--- config.mk ---
export PLATFORM = sky130hd
export DESIGN_NAME = pc_sequencer
export DESIGN_NICKNAME = d
export VERILOG_FILES = /design/src/rtl/pc_pkg.sv /design/src/rtl/pc_stack.sv /design/src/rtl/pc_sequencer.sv
export SDC_FILE = /design/constraint.sdc
export NUM_CORES = 1
export LEC_CHECK = 0
export ABC_AREA = 1
export CELL_PAD_IN_SITES_DETAIL_PLACEMENT = 0
export CELL_PAD_IN_SITES_GLOBAL_PLACEMENT = 1
export CORE_MARGIN = 2
export CORE_UTILIZATION = 47
export CTS_CLUSTER_SIZE = 28
export DETAILED_ROUTE_END_ITERATION = 8
export PLACE_DENSITY = 0.82
export REMOVE_ABC_BUFFERS = 1
export SLEW_MARGIN = 10
export SYNTH_ARGS = -nofsm -noshare
export SYNTH_HDL_FRONTEND = slang
export SYNTH_SLANG_ARGS = --single-unit
--- constraint.sdc ---
create_clock -name clk -period 4 [get_ports clk]
set_input_delay 0.4 -clock clk [delete_from_list [all_inputs] [get_ports clk]]
set_output_delay 0.4 -clock clk [all_outputs]
set_load 0.005 [all_outputs]
--- src/rtl/pc_pkg.sv ---
// Shared definitions for the program-counter sequencer.
// Holds the operation encodings decoded by pc_sequencer and the op field width.
package pc_pkg;

  localparam int unsigned PC_OP_W = 3;

  typedef logic [PC_OP_W-1:0] pc_op_t;

  localparam pc_op_t PC_HOLD = 3'b000;
  localparam pc_op_t PC_INC  = 3'b001;
  localparam pc_op_t PC_JMP  = 3'b010;
  localparam pc_op_t PC_BRA  = 3'b011;
  localparam pc_op_t PC_CALL = 3'b100;
  localparam pc_op_t PC_RET  = 3'b101;
  // 3'b110 and 3'b111 are reserved and behave as PC_HOLD.

endpackage

--- src/rtl/pc_stack.sv ---
// Return-address LIFO for pc_sequencer.
// Ports:
//   clk, clrbar   clock and synchronous active-low reset (clears the count only)
//   push, pop     request one push or one pop; ignored when full / empty
//   din           value to push
//   dout          current top-of-stack (valid only while !empty)
//   count         number of valid entries
//   full, empty   count == STACK_DEPTH / count == 0
module pc_stack #(
  parameter int unsigned WIDTH       = 16,
  parameter int unsigned STACK_DEPTH = 4,
  parameter int unsigned SPW         = $clog2(STACK_DEPTH + 1)
) (
  input  logic             clk,
  input  logic             clrbar,
  input  logic             push,
  input  logic             pop,
  input  logic [WIDTH-1:0] din,
  output logic [WIDTH-1:0] dout,
  output logic [SPW-1:0]   count,
  output logic             full,
  output logic             empty
);

  // Index width; storage is rounded up to a power of two so every index value is in range.
  localparam int unsigned AW = (STACK_DEPTH > 1) ? $clog2(STACK_DEPTH) : 1;

  logic [WIDTH-1:0] mem_q [2**AW];
  logic [SPW-1:0]   count_q;
  logic [SPW-1:0]   count_m1;
  logic [AW-1:0]    wr_idx;
  logic [AW-1:0]    rd_idx;

  assign count    = count_q;
  assign full     = (count_q == SPW'(STACK_DEPTH));
  assign empty    = (count_q == '0);
  assign count_m1 = count_q - SPW'(1);
  assign wr_idx   = count_q[AW-1:0];
  assign rd_idx   = count_m1[AW-1:0];
  assign dout     = mem_q[rd_idx];

  always_ff @(posedge clk) begin
    if (!clrbar) begin
      count_q <= '0;
    end else if (push && !full) begin
      count_q <= count_q + SPW'(1);
    end else if (pop && !empty) begin
      count_q <= count_q - SPW'(1);
    end
  end

  // Storage is deliberately not reset; entries above count are never read.
  always_ff @(posedge clk) begin
    if (clrbar && push && !full) begin
      mem_q[wr_idx] <= din;
    end
  end

endmodule

--- src/rtl/pc_sequencer.sv ---
// Program-counter sequencer: hold / increment / jump / relative branch / call / return.
// Ports:
//   clk, clrbar   clock and synchronous active-low reset
//   op            operation select (pc_pkg encodings; reserved codes hold)
//   cond          take JMP/BRA/CALL when 1
//   d             jump target or signed branch offset
//   q             current program counter (registered)
//   sp            number of valid return-stack entries
//   ovf, unf      sticky CALL-overflow / RET-underflow flags, cleared only by reset
module pc_sequencer
  import pc_pkg::*;
#(
  parameter int unsigned     WIDTH        = 16,
  parameter int unsigned     STACK_DEPTH  = 4,
  parameter logic [WIDTH-1:0] RESET_VECTOR = '0,
  parameter int unsigned     SPW          = $clog2(STACK_DEPTH + 1)
) (
  input  logic               clk,
  input  logic               clrbar,
  input  logic [PC_OP_W-1:0] op,
  input  logic               cond,
  input  logic [WIDTH-1:0]   d,
  output logic [WIDTH-1:0]   q,
  output logic [SPW-1:0]     sp,
  output logic               ovf,
  output logic               unf
);

  logic [WIDTH-1:0] q_q, q_d;
  logic             ovf_q, ovf_d;
  logic             unf_q, unf_d;
  logic [WIDTH-1:0] addend;
  logic [WIDTH-1:0] sum;
  logic             push, pop;
  logic [WIDTH-1:0] top;
  logic             full, empty;

  // One adder serves INC, BRA and the CALL return address; only a taken BRA adds d.
  assign addend = (op == PC_BRA && cond) ? d : WIDTH'(1);
  assign sum    = q_q + addend;

  always_comb begin
    q_d   = q_q;
    ovf_d = ovf_q;
    unf_d = unf_q;
    push  = 1'b0;
    pop   = 1'b0;
    case (op)
      PC_INC: q_d = sum;
      PC_JMP: q_d = cond ? d : sum;
      PC_BRA: q_d = sum;
      PC_CALL: begin
        if (cond && !full) begin
          push = 1'b1;
          q_d  = d;
        end else begin
          q_d = sum;
          if (cond) ovf_d = 1'b1;
        end
      end
      PC_RET: begin
        if (!empty) begin
          pop = 1'b1;
          q_d = top;
        end else begin
          q_d   = sum;
          unf_d = 1'b1;
        end
      end
      default: ;
    endcase
  end

  always_ff @(posedge clk) begin
    if (!clrbar) begin
      q_q   <= RESET_VECTOR;
      ovf_q <= 1'b0;
      unf_q <= 1'b0;
    end else begin
      q_q   <= q_d;
      ovf_q <= ovf_d;
      unf_q <= unf_d;
    end
  end

  pc_stack #(
    .WIDTH       (WIDTH),
    .STACK_DEPTH (STACK_DEPTH),
    .SPW         (SPW)
  ) u_stack (
    .clk    (clk),
    .clrbar (clrbar),
    .push   (push),
    .pop    (pop),
    .din    (sum),
    .dout   (top),
    .count  (sp),
    .full   (full),
    .empty  (empty)
  );

  assign q   = q_q;
  assign ovf = ovf_q;
  assign unf = unf_q;

endmodule

# After elaboration in Yosys (flattened, before gate mapping)
# Memories as Yosys holds them, arrays and structs flattened.
# Index checks and enable logic that the tools add are counted.
# classes
n_addsub	3
eq_ne	6
muxes	13
bitwise	1
reduce_logical	14
# op_table
operator	count
two-way mux 16 bit	4
one-hot mux 16 bit (4 select lines)	1
adder 16 bit	1
== test 3 bit (second input constant)	3
== test 3 x 2 -> 1 bit (second input constant)	2
logical AND 1 bit	6
two-way mux 1 bit	6
two-way mux 3 bit	2
nonzero test 4 bit	1
adder 3 x 1 -> 3 bit (second input constant)	1
== test 3 x 1 -> 1 bit (second input constant)	1
logical NOT 3 bit	1
AND reduction 3 bit	1
subtractor 3 x 1 -> 3 bit (second input constant)	1
logical NOT 1 bit	2
AND reduction 2 bit	1
nonzero test 2 bit	1
OR reduction 2 bit	1
NOT 1 bit	1
# word_totals
ff_bits	21
ram_bits	64
inputBits	22
out_inout_bits	21
word_cells	42
mem_count	1
# memory_table
name	depth	word_bits	rd	rd_clocked_by_memory_dff	wr	line	source
u_stack.mem_q	4	16	1	0	1	pc_stack.sv:28	logic [WIDTH-1:0] mem_q [2**AW];

# Depth between registers and ports, before layout
# Gate-level depths: netlist of run 1.
# depth
word_depth	9
depth_mapped	20
mapped_depth_nobuf	19

# Hierarchy
# Synthesis of run 1 repeated with hierarchy kept, for this count alone.
# hier_totals
hier_cells	616
area_unflattened_um2	4971.0
# by_module_without_submodules
mod	n_inst	cells_each	area_per_inst_um2	seq_area_each_um2
pc_stack	1	202	2646.3	1981.9
pc_sequencer	1	414	2324.7	360.3

# Worst setup path before layout of run 1
# Ideal clock, no wire load.
# synth_path
path_kind	reg2reg
from	register u_stack.count_q[0] (netlist: u_stack.count[0])
to	memory u_stack.mem_q[1][0], enable pin
setup_time_ns	0.389
t_arrival_ns	2.410
t_required_ns	3.611
slack_ns	1.201
stages_incl_launch_ff	13
path_buffers	3
period_less_slack_ns	2.799
path_cell_list	dfxtp_1 > buf_2 > clkinv_1 > buf_2 > ha_1 > nand2_1 > inv_1 > nor2_4 > nand2_2 > clkinv_2 > buf_6 > nand2_1 > nor2_1
# synth_via
elab_chain_len	9
# synth_rtl
element	line	source
start: declaration	pc_stack.sv:29	logic [SPW-1:0] count_q;
start signal: assignment	pc_stack.sv:46	count_q <= count_q + SPW'(1);
start signal: assignment	pc_stack.sv:48	count_q <= count_q - SPW'(1);
== test 3 bit	pc_stack.sv:35	assign full = (count_q == SPW'(STACK_DEPTH));
logical NOT 1 bit	pc_stack.sv:54, pc_sequencer.sv:53	
logical AND 1 bit	pc_sequencer.sv:53	if (cond && !full) begin
two-way mux 1 bit	pc_sequencer.sv:53	
two-way mux 1 bit	pc_sequencer.sv:48	case (op)
logical AND 1 bit (2 in a row)	pc_stack.sv:54	if (clrbar && push && !full) begin
two-way mux 1 bit	pc_stack.sv:54	
two-way mux 1 bit (not written as such)	pc_stack.sv:55	mem_q[wr_idx] <= din;
end: declaration	pc_stack.sv:28	
# Parallel ways exist; a longest one is shown, timed or not.

# Worst setup path after layout of run 1
# layout_path
from	input op[0]
to	register q_q[6] (netlist: q[6])
# layout_via
elab_chain_len	6
elab_cells_between_ends	14
classes_between	add/sub (1); eq/ne (5); mux (5); reduce/logical (3)
# layout_rtl
element	line	source
start: declaration	pc_sequencer.sv:20	input logic [PC_OP_W-1:0] op,
== test 3 x 2 -> 1 bit (*)	pc_sequencer.sv:39	assign addend = (op == PC_BRA && cond) ? d : WIDTH'(1);
logical AND 1 bit (*)	pc_sequencer.sv:39	
two-way mux 16 bit (*)	pc_sequencer.sv:39	
adder 16 bit (*)	pc_sequencer.sv:40	assign sum = q_q + addend;
via sum[6]	pc_sequencer.sv:33	logic [WIDTH-1:0] sum;
two-way mux 16 bit (on tied branches)	pc_sequencer.sv:62, pc_sequencer.sv:50, pc_sequencer.sv:53	
one-hot mux 16 bit (4 select lines) (*)	pc_sequencer.sv:48	
end signal: assignment	pc_sequencer.sv:80	q_q <= q_d;
end: declaration	pc_sequencer.sv:29	logic [WIDTH-1:0] q_q, q_d;
# The timed path passes the listed nets; every way through them passes the cells marked *.
# A chain may end at the register's enable or synchronous reset.

==> run summary, run 1 <==
Once the clock tree was built, the setup fixing pass inserted 0 buffers. The number of routed nets with antenna violations came out at 0. The total overflow left after global routing is 0.

The die covers around 0.011 mm2. The fraction of power spent switching nets came out at 27.1%. Setup repair after global routing left no endpoint under its margin. Cell internal power was estimated by the tool at 0.00154 W. The signal on the critical path passes through clkdlybuf4s50_1 > nand3_1 > nor2_2 > inv_1 > or2_2 > ha_1 > inv_1 > fa_1 > inv_1 > nand3_1 > nand3_1 > nand2_1 > nand2_1 > xor2_1 > nand2_1 > nand3_1 > nand3_1 > inv_1.

The number of sinks handled by clock tree synthesis came out at 85. The post-synthesis average cell area is 7.90 um2. The number of H-tree branching levels came out at 3. The minimum clock period after layout came out at 3.00 ns. After synthesis, the most frequently instantiated cells are nand2_1, nand3_1, edfxtp_1. The fraction of post-synthesis cell area in the top cell type by area came out at 38.7%. The horizontal extent of the die is 107 um. Measured along the y axis, the die boundary spans 107 um.

The initial antenna violation count was 0. The via count of the first global-routing pass came out at around 4000. The post-synthesis async set-or-reset flop share came out at 0%. The library cell used as clock root buffer is clkbuf_8. The start-to-end type of the worst setup path is input port to flip-flop. In this design, the stage delay of the slowest critical-path cell is 0.57 ns. Summing all placed instances gives a cell area of between 0.005 and 0.006 mm2.

Timing would allow up to 333 MHz. Synthesis handed over a netlist of approximately 630 instances. The final critical-path share of the clock period came out at 75.1%.

Once layout is done, the placed cells without fillers occupy 0.00578 mm2. At the later pin of the worst-skew pair, clock insertion delay measures 0.36 ns. The prevailing post-synth register cell is edfxtp_1. The relative area change from synthesis to final layout came out at 16.5%. Across the VDD grid, the largest voltage drop is 0.156 mV. The most instantiated library cell after synthesis is nand2_1.

STA classifies the critical path endpoint as a flip-flop. At the pin with the least slew margin, the transition time is 0.646 ns. The max-cap check violation count is 0. The nature of the critical path startpoint is an input port. The number of failing hold endpoints at the final stage came out at 0.

43 I/O pins were placed. The site row count came out at 37. The part of the power in the clock network is 34.8%.

The switching power of the nets came out at 0.000575 W. Ranked by total cell area, the synthesized netlist is headed by edfxtp_1, nand2_1, dfxtp_1, nand3_1, ha_1. The flow ran to the end, and the final reports show no timing, DRC or antenna violations.

In the routed design, unresolved DRC markers number 0. Setup violations remaining at the end of the flow were counted as 0. The wire length per cell came out at 17.2 um. The setup slack after layout is around 1.0 ns. The final wirelength is 14.0 mm. The net count of the finished layout is 715. The placer's final routability congestion estimate came out at 0.957. The number of diodes is 0.

Of all cell types, the one taking the most synthesized area is edfxtp_1. The flop and latch count out of synthesis came out at 85. Global routing used ~26% of the available tracks.

The fraction of power consumed by sequential logic is 47.4%. On the critical path, the stage with the largest delay is an instance of clkdlybuf4s50_1. The number of max-slew violations in the final report came out at 0. The worst setup slack before clock tree synthesis came out at 0.635 ns. During synthesis, Yosys emitted a total of 0 warnings.

For this block, the via count after detailed routing is 4387. The number of library cell types mapped by synthesis is 38. The total power per unit cell area came out at 367 mW/mm2. The mean number of vias per cell is around 5.4. The cell leakage power is 2.47 nW. The first global-routing pass estimated between 20 and 25 mm of wire. The core region is 0.0103 mm2. The critical path buffer and inverter count came out at 5. The clock transition at the register clock pins on the worst setup and hold paths after CTS is 0.09 ns. Counting flops with a built-in enable in the synthesized netlist gives 64. The iteration-0 DRC count of the detailed router came out at about 400. The core utilization of the finished layout is 56.2%. In this design, the largest share of critical-path delay is due to simple AND/OR/NAND/NOR gates.

The pre-antenna-repair detailed-routing pass consisted of 5 iterations. The summed instance area of the synthesized netlist came out at 0.00496 mm2. The total chip power is between 0.002 and 0.0025 W. The min-delay analysis places its worst path in the category flip-flop to flip-flop.

The count of cells resized by post-cts repair is 0. The number of buffers on the longest clock path came out at 2. The starting density of the core came out at around 48%.

The ratio of cells with drive above 1 in the final layout is 6.94%. The sum of negative setup slack is 0 ns. The worst-path maximum fanout is 6. The combinational fraction of design power came out at 17.8%.

In this run the tightest slew margin relative to its limit is between 50% and 60%. The count of input and output buffers is 42. The pin count of the biggest net entering global routing is 37. The worst clock skew on the final layout is 0.0150 ns.

For the worst setup path, the data required time is 4.30 ns. The signal arrival time at the worst endpoint is 3.30 ns. TritonCTS built the clock tree. The estimated wirelength of the detail-placed design came out at slightly above 10 mm. The share of synthesized area occupied by flip-flops and latches is between 40 and 50%. The number of buffers inserted during clock tree synthesis came out at 9. In this run, post-CTS hold repair placed 0 buffers. In this design, the critical path's most frequently occurring cell is nand3_1.
==> path summary, 6_finish.rpt <==
kind / slack [ns] / from / end / cells after the start
worst max-delay path: 1.0 / op[0] / q[6] / 18
worst min-delay path: 0.46 / unf / unf / 2
worst max register to register: 1.60 / u_stack.count[1] / q[7] / 11
worst min register to register: 0.46 / unf / unf / 2
==> kinds of logic (layout without fill, tap and decap cells) <==
| family | Yosys count | after routing | share of synthesized area (%) |
|---|---|---|---|
| AO/OA/AOI/OAI | 89 | 89 | 9.93 |
| XOR/XNOR | 6 | 6 | 1.06 |
| adder cells (fa/ha/maj) | 21 | 21 | 5.45 |
| buffers and inverters | 85 | 134 | 6.93 |
| flip-flops | 85 | 85 | 47.2 |
| AND/OR/NAND/NOR | 342 | 342 | 29.4 |
==> placed cells by master (no fill, tap or decap), types with 3 or more instances in the layout <==
master             n
clkdlybuf4s50_1   42
nand3_1           70
nor2_1            52
or2_2              3
a22oi_1            3
dfxtp_1           21
ha_1              20
nand2_1          189
inv_1             55
and2_1             9
edfxtp_1          64
nor2_2             4
o21ai_0           33
bufinv_16          3
inv_2              6
buf_4             12
clkbuf_8           9
xor2_1             4
a21oi_1           34
a31oi_1            9
nand4_1            5
==> worst register-to-register path, delay by kind of cell (launching register included) <==
kind            cells  cell delay [ns]
compound gates      3             0.52
fa+ha+maj           1             0.30
buf+inv             3             0.69
flops               1             0.40
simple gates        4             0.39
==> power groups by stage <==
stage	registers, W	clock network, W	logic [W]
floorplan	0.00102	0	0.000207
global placement	0.00102	0	0.000369
detailed placement	0.00102	0	0.000373
CTS	0.00100	0.000739	0.000375
global route	0.00101	0.000777	0.000419
finish	0.00100	0.000738	0.000377
==> state kept, by name (all words and copies together) (netlist names) <==
name           cells
u_stack.count      3
u_stack.mem_q     64
q                 16
ovf                1
unf                1
==> layer usage <==
layer	up-vias	GRT usage, %	share of wire (%)	wire, um
li1	2182	-	-	-
met1	2049	38.8	48	6750
met2	138	39.1	45	6220
met3	18	3.10	5.3	738
met4	0	8.72	1.9	272
met5	-	0	0	0
==> final cells by class <==
class	count	area (um2)
timing repair buffer	54	510
sequential	85	2340
clock inverter	5	108
clock buffer	11	131
fill	972	4500
inverter	64	241
multi-input combinational	458	2280
tap	136	170
==> metrics by stage <==
stage,hold WS (ns),cells
after floorplan,0.445,607
after global placement,0.441,797
after detailed placement,0.445,797
after CTS,0.461,813
after global routing,0.485,813
final,0.458,813
No activity file was read; power rests on OpenSTA's default activity.
==> run 2, diff against run 1 <==
--- a/config.mk
+++ b/config.mk
@@ -9,10 +9,10 @@
 export CELL_PAD_IN_SITES_DETAIL_PLACEMENT = 0
 export CELL_PAD_IN_SITES_GLOBAL_PLACEMENT = 1
 export CORE_MARGIN = 2
-export CORE_UTILIZATION = 47
+export CORE_UTILIZATION = 39
 export CTS_CLUSTER_SIZE = 28
 export DETAILED_ROUTE_END_ITERATION = 8
-export PLACE_DENSITY = 0.82
+export PLACE_DENSITY = 0.72
 export REMOVE_ABC_BUFFERS = 1
 export SLEW_MARGIN = 10
 export SYNTH_ARGS = -nofsm -noshare
==> constraint.sdc (replaced) <==
create_clock -name clk -period 2.55 [get_ports clk]
set_input_delay 0.255 -clock clk [delete_from_list [all_inputs] [get_ports clk]]
set_output_delay 0.255 -clock clk [all_outputs]
set_load 0.005 [all_outputs]
==> run summary, run 2 (same netlist as run 1, synthesis figures left out) <==
STA classifies the critical path startpoint as an input port. The clock latency reported for the late side of the worst-skew pair came to 0.33 ns (-0.03 ns). The worst-path maximum fanout is 4 (-2). The count of cells along the worst register-to-register path came out at 8 (-3). The top-level I/O count came out at 43 (unchanged). The signal on the critical path passes through clkdlybuf4s50_1 > or2_2 > ha_2 > inv_2 > fa_2 > inv_2 > nand3_1 > nand3_2 > nand2_1 > nand2_2 > nand3b_1 > nand2_1 > nand2_1 > and2_4.

The setup violation total in the final timing report came out at 0 (unchanged). The critical path buffer and inverter count came to 3 (-2). TritonCTS built the clock tree.

The flow ran to the end, and the final reports show no timing, DRC or antenna violations. The iteration-0 DRC count of the detailed router is 335 (-16%). The total area of sequential cells is 0.00234 mm2 (unchanged).

The layout filler cell count is 1208 (+24%). The number of H-tree branching levels is 3 (unchanged). The number of nets in the finished design is 784 (+9.7%).

The footprint of the multi-input gates came out at 0.00235 mm2 (+3.3%). The placer's final routability congestion estimate came out at 0.925 (-3.4%). The number of buffers inserted during clock tree synthesis came out at 9 (unchanged). The library cell used most frequently in the layout, excluding fill and tap cells, is nand2_1.

From synthesis to final layout, the design area changed by 30.4%. The actual slew at the worst max-slew pin came out at 0.461 ns (-0.185 ns). The clock transition at the register clock pins on the worst setup and hold paths after CTS is 0.06 ns (-0.03 ns).

The longest individual stage delay on the worst path came out at 0.51 ns (-0.06 ns). The site row count is 41 (+11%). The global-route usage over all layers came to 22.9% (-3.1 points). The data required time of the worst path is 2.63 ns (-1.67 ns).

The floorplan die height came out at 117 um (+9.4%). The number of sinks handled by clock tree synthesis came out at 85 (unchanged). The largest register by flop count is u_stack.mem_q. The count of hold buffers inserted by post-cts repair is 0 (unchanged). The mean number of vias per cell is 5.04 (-6.6%). The number of max-slew violations in the final report was 0 (unchanged). Subtracting the final worst setup slack from the clock period gives ~2.3 ns. The core utilization of the finished layout came out at 51.7% (-4.5 points). In this design, the largest share of critical-path delay is due to simple AND/OR/NAND/NOR gates.

The initial antenna violation count came to 0 (unchanged). The residual DRC count is 0 (unchanged). Setup repair after global routing left no endpoint under its margin. The most numerous cell type found on the critical path is nand2_1.

The full die area came out at 0.0136 mm2 (+20%). The type of the most critical hold path is flip-flop to flip-flop. The via count came out at 4621 (+5.3%).

The horizontal extent of the die is 117 um (+9.4%). The global-route congestion overflow total is 0 (unchanged). The first-pass GRT wire length came to 23.4 mm (+5.6%).

The max-cap check violation count came out at 0 (unchanged). The tightest slew margin relative to the limit is 69.0% (+12 points). The number of routed nets with antenna violations came out at 0 (unchanged). Timing would allow up to approximately 430 MHz. STA classifies the critical path endpoint as a flip-flop.

The signal arrival time at the worst endpoint came out at 2.38 ns (-0.92 ns). The sum of negative setup slack came to 0 ns (unchanged). The final critical-path share of the clock period is 90.3%.

The library cell used as clock root buffer is clkbuf_16. The worst clock skew on the final layout came to 0.00990 ns (-0.00507 ns). The cell leakage power is 2.88 nW (+16%).

The via count of the first global-routing pass came out at 4351 (+5.7%). The area of the core region came out at 0.0125 mm2 (+22%). The number of standard cells in the layout, taps in and fillers out came to 917 (+13%). The final wirelength is 15.1 mm (+7.8%). The number of flip-flops under the largest register name came to 64 (unchanged). The first-pass iteration count of the detailed router came out at 7 (+2).

The ratio of cells with drive above 1 in the final layout came out at 18.3% (+11 points). The wire length per cell is 16.4 um (-4.4%). The number of cells on the worst hold path is 2 (unchanged). The total power per unit cell area came out at 539 mW/mm2 (+47%). The estimated wirelength of the detail-placed design is 11.4 mm (+13%). The count of input and output buffers is 42 (unchanged). The library cells used most frequently in the layout, excluding fill and tap cells, are nand2_1, buf_4, nand3_1. The number of instances in the placed design came out at 900 (+13%). The total stage count of the critical path is 14 (-4). The critical path is of the input port to flip-flop type. Among all stages on the critical path, the largest delay is contributed by clkdlybuf4s50_1. The maximum resistive drop on vdd came out at 0.200 mV (+28%). The number of diodes is 0 (unchanged).

The number of failing hold endpoints at the final stage is 0 (unchanged). The number of buffers on the longest clock path came out at 2 (unchanged). The pin count of the biggest net entering global routing is 37 (unchanged). The starting density of the core came out at 39.6% (-8.6 points).
[run 2: worst paths after layout]
check,start,end,slack [ns]
min reg2reg,unf,unf,0.46
max,d[0],u_stack.mem_q[0][14],0.25
min,unf,unf,0.46
max reg2reg,u_stack.count[1],q[11],0.29
[run 2: what timing repair did]
item | CTS | global route
resized for setup | 3 | 25
setup buffers | 0 | 2
endpoints found under the setup margin | 10 | 52
pin swaps | 0 | 8
[run 2: power breakdown]
part	leakage, nW	internal [W]	switching, W	total, W
Sequential	0.758	0.00155	0.0000302	0.00158
Clock	0.125	0.000658	0.000524	0.00118
Combinational	1.99	0.000321	0.000407	0.000728
[run 2: area by class of cell]
class / instances / area share (%)
Timing Repair Buffer: 123 / 16.3
Sequential cell: 85 / 36.2
Inverter: 64 / 3.73
Tap cell: 172 / 3.33
Clock inverter: 5 / 0.580
Multi-Input combinational cell: 458 / 36.3
Clock buffer: 10 / 3.54
[run 2: worst register-to-register path, stage by stage (launching register included)]
cell,delay (ns)
dfxtp_1,0.38
inv_1,0.12
ha_1,0.31
clkinv_1,0.33
buf_4,0.32
a21oi_1,0.12
a21oi_1,0.11
a211oi_1,0.34
a21oi_1,0.11
[run 2: routing by layer]
metal	up-vias	global-route usage (%)	part of all wire [%]
li1	2319	-	-
met1	2161	32.4	46
met4	0	6.04	1.6
met2	122	37.8	48
met3	19	2.42	4.4
met5	-	0	0
[run 2: through the flow]
stage | worst slack, ns | area [um2] | hold slack (ns) | total power, W
final | 0.248 | 6470 | 0.462 | 0.00349
after global routing | 0.129 | 6470 | 0.500 | 0.00365
after CTS | 0.00348 | 6380 | 0.469 | 0.00349
after detailed placement | -0.398 | 6100 | 0.456 | 0.00231
after global placement | -0.382 | 6100 | 0.441 | 0.00230
after floorplan | -1.28 | 4860 | 0.381 | 0.00193
